===== config.mk =====
export PLATFORM = sky130hd
export DESIGN_NAME = distributor_flat
export DESIGN_NICKNAME = d
export VERILOG_FILES = /design/src/rtl/memoredf_pkg.sv /design/src/rtl/distributor_if.sv /design/src/rtl/distributor_slot.sv /design/src/rtl/distributor.sv /design/src/flat_wrapper.sv
export SDC_FILE = /design/constraint.sdc
export NUM_CORES = 1
export LEC_CHECK = 0
export BUFFER_PORTS_ARGS = -buffer_cell sky130_fd_sc_hd__buf_4
export CAP_MARGIN = 20
export CELL_PAD_IN_SITES_DETAIL_PLACEMENT = 0
export CELL_PAD_IN_SITES_GLOBAL_PLACEMENT = 2
export CORE_MARGIN = 5
export CORE_UTILIZATION = 34
export DETAILED_ROUTE_END_ITERATION = 6
export GPL_TIMING_DRIVEN = 0
export PLACE_DENSITY = 0.95
export SYNTH_ARGS = -nofsm -noshare
export SYNTH_HDL_FRONTEND = slang
export SYNTH_HIERARCHICAL = 1
export SYNTH_SLANG_ARGS = --single-unit

===== constraint.sdc =====
create_clock -name clock -period 6.11 [get_ports clock]
set_input_delay 0.611 -clock clock [delete_from_list [all_inputs] [get_ports clock]]
set_output_delay 0.611 -clock clock [all_outputs]
set_load 0.03 [all_outputs]

===== src/rtl/memoredf_pkg.sv =====
// rtl/memoredf_pkg.sv - shared types and helpers for the MemorEDF queue distributor
package memoredf_pkg;

    // Per-slot occupancy: a slot either holds one word or it does not.
    typedef enum logic {
        SLOT_EMPTY = 1'b0,
        SLOT_FULL  = 1'b1
    } slot_state_e;

    // Width of a queue index; never narrower than one bit.
    function automatic int idx_width(input int n);
        return (n < 2) ? 1 : $clog2(n);
    endfunction

endpackage


===== src/rtl/distributor_if.sv =====
// rtl/distributor_if.sv - write-side handshake bundle between producer, distributor and per-core queues
interface distributor_if
    import memoredf_pkg::*;
#(
    parameter int QUEUE_COUNT = 7,
    parameter int DATA_WIDTH  = 32
);
    localparam int IDX_W = idx_width(QUEUE_COUNT);

    logic                   in_valid;
    logic                   in_ready;
    logic [IDX_W-1:0]       in_index;
    logic [DATA_WIDTH-1:0]  in_data;
    logic [QUEUE_COUNT-1:0] out_valid;
    logic [QUEUE_COUNT-1:0] out_ready;
    logic [DATA_WIDTH-1:0]  out_data [QUEUE_COUNT];

    // Environment side: drives the input word and the per-queue ready lines.
    modport master (
        output in_valid, in_index, in_data, out_ready,
        input  in_ready, out_valid, out_data
    );

    // Distributor side.
    modport slave (
        input  in_valid, in_index, in_data, out_ready,
        output in_ready, out_valid, out_data
    );
endinterface


===== src/rtl/distributor_slot.sv =====
// rtl/distributor_slot.sv - one registered output slot with write, drain and hold behaviour
module distributor_slot
    import memoredf_pkg::*;
#(
    parameter int DATA_WIDTH = 32
) (
    input  logic                  clock,
    input  logic                  reset,
    input  logic                  wr_en,
    input  logic [DATA_WIDTH-1:0] wr_data,
    input  logic                  rd_ready,
    output logic                  valid,
    output logic [DATA_WIDTH-1:0] data,
    output logic                  full,
    output logic                  will_free
);

    slot_state_e           state_q, state_d;
    logic [DATA_WIDTH-1:0] data_q, data_d;

    // Register the slot state; reset empties the slot and clears the word.
    always_ff @(posedge clock) begin
        if (reset) begin
            state_q <= SLOT_EMPTY;
            data_q  <= '0;
        end else begin
            state_q <= state_d;
            data_q  <= data_d;
        end
    end

    // Next state: a write always lands (top only writes when will_free);
    // a drain without a write empties the slot but keeps the last word.
    always_comb begin
        state_d = state_q;
        data_d  = data_q;
        case (state_q)
            SLOT_EMPTY: begin
                if (wr_en) begin
                    state_d = SLOT_FULL;
                    data_d  = wr_data;
                end
            end
            SLOT_FULL: begin
                if (wr_en) begin
                    data_d = wr_data;
                end else if (rd_ready) begin
                    state_d = SLOT_EMPTY;
                end
            end
            default: state_d = SLOT_EMPTY;
        endcase
    end

    assign full      = (state_q == SLOT_FULL);
    assign valid     = full;
    assign data      = data_q;
    // Slot can take a word this cycle if empty or being drained right now.
    assign will_free = ~full | rd_ready;

endmodule


===== src/rtl/distributor.sv =====
// rtl/distributor.sv - steers tagged input words into per-queue registered slots, drops out-of-range tags
module distributor
    import memoredf_pkg::*;
#(
    parameter int QUEUE_COUNT = 7,
    parameter int DATA_WIDTH  = 32,
    parameter int DROP_WIDTH  = 16
) (
    input  logic                  clock,
    input  logic                  reset,
    distributor_if.slave          bus,
    output logic                  drop_pulse,
    output logic [DROP_WIDTH-1:0] drop_count
);

    localparam int IDX_W = idx_width(QUEUE_COUNT);

    logic [QUEUE_COUNT-1:0] wr_en;
    logic [QUEUE_COUNT-1:0] full;
    logic [QUEUE_COUNT-1:0] will_free;
    logic                   oob;
    logic                   sel_free;
    logic                   accept;

    logic                   drop_pulse_q, drop_pulse_d;
    logic [DROP_WIDTH-1:0]  drop_count_q, drop_count_d;

    // Index beyond the last slot; only possible for non-power-of-two counts.
    assign oob = ({1'b0, bus.in_index} >= (IDX_W + 1)'(QUEUE_COUNT));

    // Select the will_free flag of the addressed slot without indexing out of range.
    always_comb begin
        sel_free = 1'b0;
        for (int k = 0; k < QUEUE_COUNT; k++) begin
            if (bus.in_index == IDX_W'(k)) begin
                sel_free = will_free[k];
            end
        end
    end

    assign bus.in_ready = ~reset & (oob | sel_free);
    assign accept       = bus.in_valid & bus.in_ready;

    for (genvar k = 0; k < QUEUE_COUNT; k++) begin : g_slot
        assign wr_en[k] = accept & ~oob & (bus.in_index == IDX_W'(k));

        distributor_slot #(
            .DATA_WIDTH (DATA_WIDTH)
        ) u_slot (
            .clock     (clock),
            .reset     (reset),
            .wr_en     (wr_en[k]),
            .wr_data   (bus.in_data),
            .rd_ready  (bus.out_ready[k]),
            .valid     (bus.out_valid[k]),
            .data      (bus.out_data[k]),
            .full      (full[k]),
            .will_free (will_free[k])
        );
    end

    // Drop bookkeeping: pulse for one cycle per discarded word, count saturates.
    always_comb begin
        drop_pulse_d = 1'b0;
        drop_count_d = drop_count_q;
        if (accept && oob) begin
            drop_pulse_d = 1'b1;
            if (drop_count_q != '1) begin
                drop_count_d = drop_count_q + 1'b1;
            end
        end
    end

    // Register the drop pulse and counter.
    always_ff @(posedge clock) begin
        if (reset) begin
            drop_pulse_q <= 1'b0;
            drop_count_q <= '0;
        end else begin
            drop_pulse_q <= drop_pulse_d;
            drop_count_q <= drop_count_d;
        end
    end

    assign drop_pulse = drop_pulse_q;
    assign drop_count = drop_count_q;

    // Occupancy is carried on out_valid; the raw flag is kept for debug visibility.
    logic unused_full;
    assign unused_full = ^full;

endmodule


===== src/flat_wrapper.sv =====
// flat-port wrapper written by rule: the top's interface ports become plain ports
module distributor_flat import memoredf_pkg::*;
#(
    parameter int QUEUE_COUNT = 7,
    parameter int DATA_WIDTH  = 32,
    parameter int DROP_WIDTH  = 16
)
  (clock, reset, drop_pulse, drop_count, bus_in_valid, bus_in_index, bus_in_data, bus_out_ready, bus_in_ready, bus_out_valid, bus_out_data);
  distributor_if #(.QUEUE_COUNT(QUEUE_COUNT), .DATA_WIDTH(DATA_WIDTH)) bus_i ();
  input  logic clock;
  input  logic reset;
  output logic drop_pulse;
  output logic [DROP_WIDTH-1:0] drop_count;
  input wire logic [$bits(bus_i.in_valid)-1:0] bus_in_valid;
  input wire logic [$bits(bus_i.in_index)-1:0] bus_in_index;
  input wire logic [$bits(bus_i.in_data)-1:0] bus_in_data;
  input wire logic [$bits(bus_i.out_ready)-1:0] bus_out_ready;
  output wire logic [$bits(bus_i.in_ready)-1:0] bus_in_ready;
  output wire logic [$bits(bus_i.out_valid)-1:0] bus_out_valid;
  output wire logic [$bits(bus_i.out_data)-1:0] bus_out_data;
  assign bus_i.in_valid = bus_in_valid;
  assign bus_i.in_index = bus_in_index;
  assign bus_i.in_data = bus_in_data;
  assign bus_i.out_ready = bus_out_ready;
  assign bus_in_ready = bus_i.in_ready;
  assign bus_out_valid = bus_i.out_valid;
  assign bus_out_data = {>>{bus_i.out_data}};
  distributor #(.QUEUE_COUNT(QUEUE_COUNT), .DATA_WIDTH(DATA_WIDTH), .DROP_WIDTH(DROP_WIDTH)) u_core (.clock(clock), .reset(reset), .bus(bus_i), .drop_pulse(drop_pulse), .drop_count(drop_count));
endmodule

==> out/results.txt <==
DR DRC count: 0
Post-Route WL: 29820 um
Clock Sinks: 248
Yosys cell types: 40
die height: 177.5 um
placed cell count: 1559
DR pass1 iterations: 4
final worst path period share: 42.42%
number of synthesized flops with an enable pin: 0
Clk Latency, worst-skew pair: 540 ps
CTS Hold Buffers Added: 0
initial antenna violation count: 0
max-cap viol count: 0
Hold Fails Final Rpt: 0
total congestion overflow: 0
fin crit period: 2592 ps
starting density of the core: 34.43%
reg2reg start: u_core/g_slot[0].u_slot/full
HP Class: in -> reg
WL per Instance: 18.54 um
R2R depth: 9
Final Wtd Congestion: 0.7908
final instance area: 13070 sq um
Seq/Total Area, Yosys: 52.05%
TritonCTS clock tree: built
Synth Area per Inst: 10.70 sq um
slew margin rel.: 40.63%
unrepaired setup endpoints after global routing: no
Setup Fix Bufs, Post-CTS: 0
via count: 7402
crit path max fanout: 5
Area Growth Syn to Fin: 36.99%
worst reg-to-reg setup slack: 3980 ps
Ant. Diodes: 0
crit path DAT: 1980 ps
Total GRT Usage: 18.18%
first-pass GRT wire length: 44660 um
Root Buffer: clkbuf_16
fraction of layout cells with a size suffix above 1: 31.63%
outcome: completed
Slew Limit Fails: 0
f_max: 0.3858 GHz
RR Endpoint: u_core/g_slot[1].u_slot/data[7]
dpl cell area: 12190 sq um
setup_tns: 0 ps
number of global-route vias before repair: 7240
initial detailed-routing violation count: 433
Worst EP required: 5500 ps
die width: 177.5 um
Slew @ Worst Pin: 879.4 ps
synth warn: 6
ys flop type: dfxtp_1
Syn Nets: 937
Hold EP: u_core/drop_count[10]
Crit Path Category: reg -> out
Final ANT Viol Nets: 0
H-tree Lvls: 1
#FFs+latches synth: 248
io pins: 294
Num CTS Buffers: 27
final setup fails: 0
Max Root-Sink Buffers: 3
Final Skew: 26.29 ps
async set-reset flop share out of synthesis: 0%
Crit. End Element: primary output
largest net degree at the start of global routing: 14
Critical Path Source Type: flip-flop
post-synthesis instance area: 9538 sq um
leakage: 5.226 nW
maximum vdd ir drop: 0.1593 mV
# nets final: 1256
final non-filler cell total: 1608
Core ar.: 27710 sq um
Syn Inst Count: 891
Storage cell area: 4965 sq um
Port-buffer cells: 290
startpoint of the worst hold path: reset
hold depth: 2
die area: 31500 sq um
drt via density: 4.603
Multi-input gate area: 3795 sq um
clock slew at reported path FFs: 60 ps
Pwr Density: 267.2 nW/um^2
post-CTS sizing: 0
DPL Wire Length: 21750 um
FILL cells: 2653
FP Rows: 61
## critical path, cell delays in order (launching register included)
cell      delay, ps
dfxtp_1         350
nand2b_1        130
nand2b_1        170
a22oi_1         330
a21oi_1         110
o21a_1          200
buf_4           170
## worst max-delay path by stage
stage | slack, ps | startpoint | end
2_1_floorplan | 3710 | bus_in_index[0] | u_core/g_slot[1].u_slot/data[10]
3_3_place_gp | 3490 | bus_in_index[0] | u_core/g_slot[1].u_slot/data[9]
3_5_place_dp | 3480 | bus_in_index[0] | u_core/g_slot[1].u_slot/data[7]
4_1_cts | 3500 | u_core/g_slot[3].u_slot/full | bus_in_ready
5_1_grt | 3350 | u_core/g_slot[6].u_slot/full | bus_in_ready
6_report | 3520 | u_core/g_slot[6].u_slot/full | bus_in_ready
## logic make-up (layout without fill, tap and decap cells)
logic type | count (synthesis) | count (layout) | share of synthesized area, %
AOI/OAI and AO/OA | 46 | 46 | 3.148
and+or+nand+nor | 283 | 283 | 12.66
DFF | 248 | 248 | 52.05
adders and majority gates | 1 | 1 | 0.1312
buffers and inverters | 86 | 425 | 8.159
muxes | 227 | 227 | 23.85
## where the power goes
| group | internal, mW | switching, mW |
|---|---|---|
| Sequential | 1.63 | 0.00903 |
| Combinational | 0.0813 | 0.142 |
| Clock | 0.966 | 0.659 |
| Total | 2.68 | 0.810 |
## registers in the layout, summed over array words and instances (netlist names)
signal and cells:
u_core/g_slot.u_slot/data 224, u_core/g_slot.u_slot/full 7, u_core/drop_pulse 1, u_core/drop_count 16
## final cells by class
class                      count  area share [%]
buffer                        71           5.525
clock buffer                  37           5.611
clock inverter                12           1.111
inverter                      15          0.4309
multi-input combinational    557           29.04
sequential                   248           38.00
tap                          378           3.620
timing repair buffer         290           16.66
## through the flow
| stage | utilization [%] | power [mW] | setup WS, ps | hold WS, ps |
|---|---|---|---|---|
| 3_5_place_dp | 43.99 | 1.905 | 3475 | 480.4 |
| 5_1_grt | 47.16 | 3.622 | 3349 | 285.1 |
| 6_report | 47.16 | 3.491 | 3518 | 307.7 |
| 4_1_cts | 47.16 | 3.539 | 3504 | 280.5 |
| 2_1_floorplan | - | 1.794 | 3714 | 463.8 |
| 3_3_place_gp | 43.99 | 1.903 | 3487 | 473.6 |
## synthesized netlist by cell type (all sizes together) (6+ instances only)
| cell | count | area (sq um) |
|---|---|---|
| mux2i | 225 | 2252 |
| a21oi | 19 | 95.09 |
| nor2 | 229 | 859.6 |
| nand3 | 7 | 35.03 |
| or3 | 6 | 37.54 |
| dfxtp | 248 | 4965 |
| o31ai | 7 | 52.55 |
| or4 | 7 | 52.55 |
| buf | 54 | 658.1 |
| clkbuf | 17 | 63.81 |
| inv | 15 | 56.30 |
| nand2b | 9 | 56.30 |
## metal layers
metal / vias up / wire [um] / track usage, % / share of wire (%)
met2: 226 / 13690 / 29.79 / 46
met5: - / 0 / 0 / 0
li1: 3642 / - / - / -
met1: 3492 / 13280 / 24.05 / 45
met3: 42 / 2211 / 4.644 / 7.4
met4: 0 / 638 / 4.512 / 2.1
## placed cells by master (no fill, tap or decap), types with 4 or more instances in the layout
cell type / synthesis / routed
o311ai_0: 4 / 4
buf_4: 9 / 299
nand3_1: 7 / 7
nand2b_1: 9 / 9
o31ai_1: 7 / 7
nand2_1: 4 / 4
mux2i_1: 225 / 225
nor2_1: 229 / 229
clkinv_2: 0 / 6
clkbuf_16: 0 / 27
nand4_1: 4 / 4
or4_1: 7 / 7
or3_1: 6 / 6
clkbuf_1: 17 / 25
a21oi_1: 19 / 19
o21ai_0: 5 / 5
buf_6: 8 / 8
dfxtp_1: 248 / 248
buf_2: 16 / 16
inv_1: 15 / 15
buf_12: 21 / 21
nor4_1: 5 / 5
Note: power is estimated with default switching activity, not from simulation.
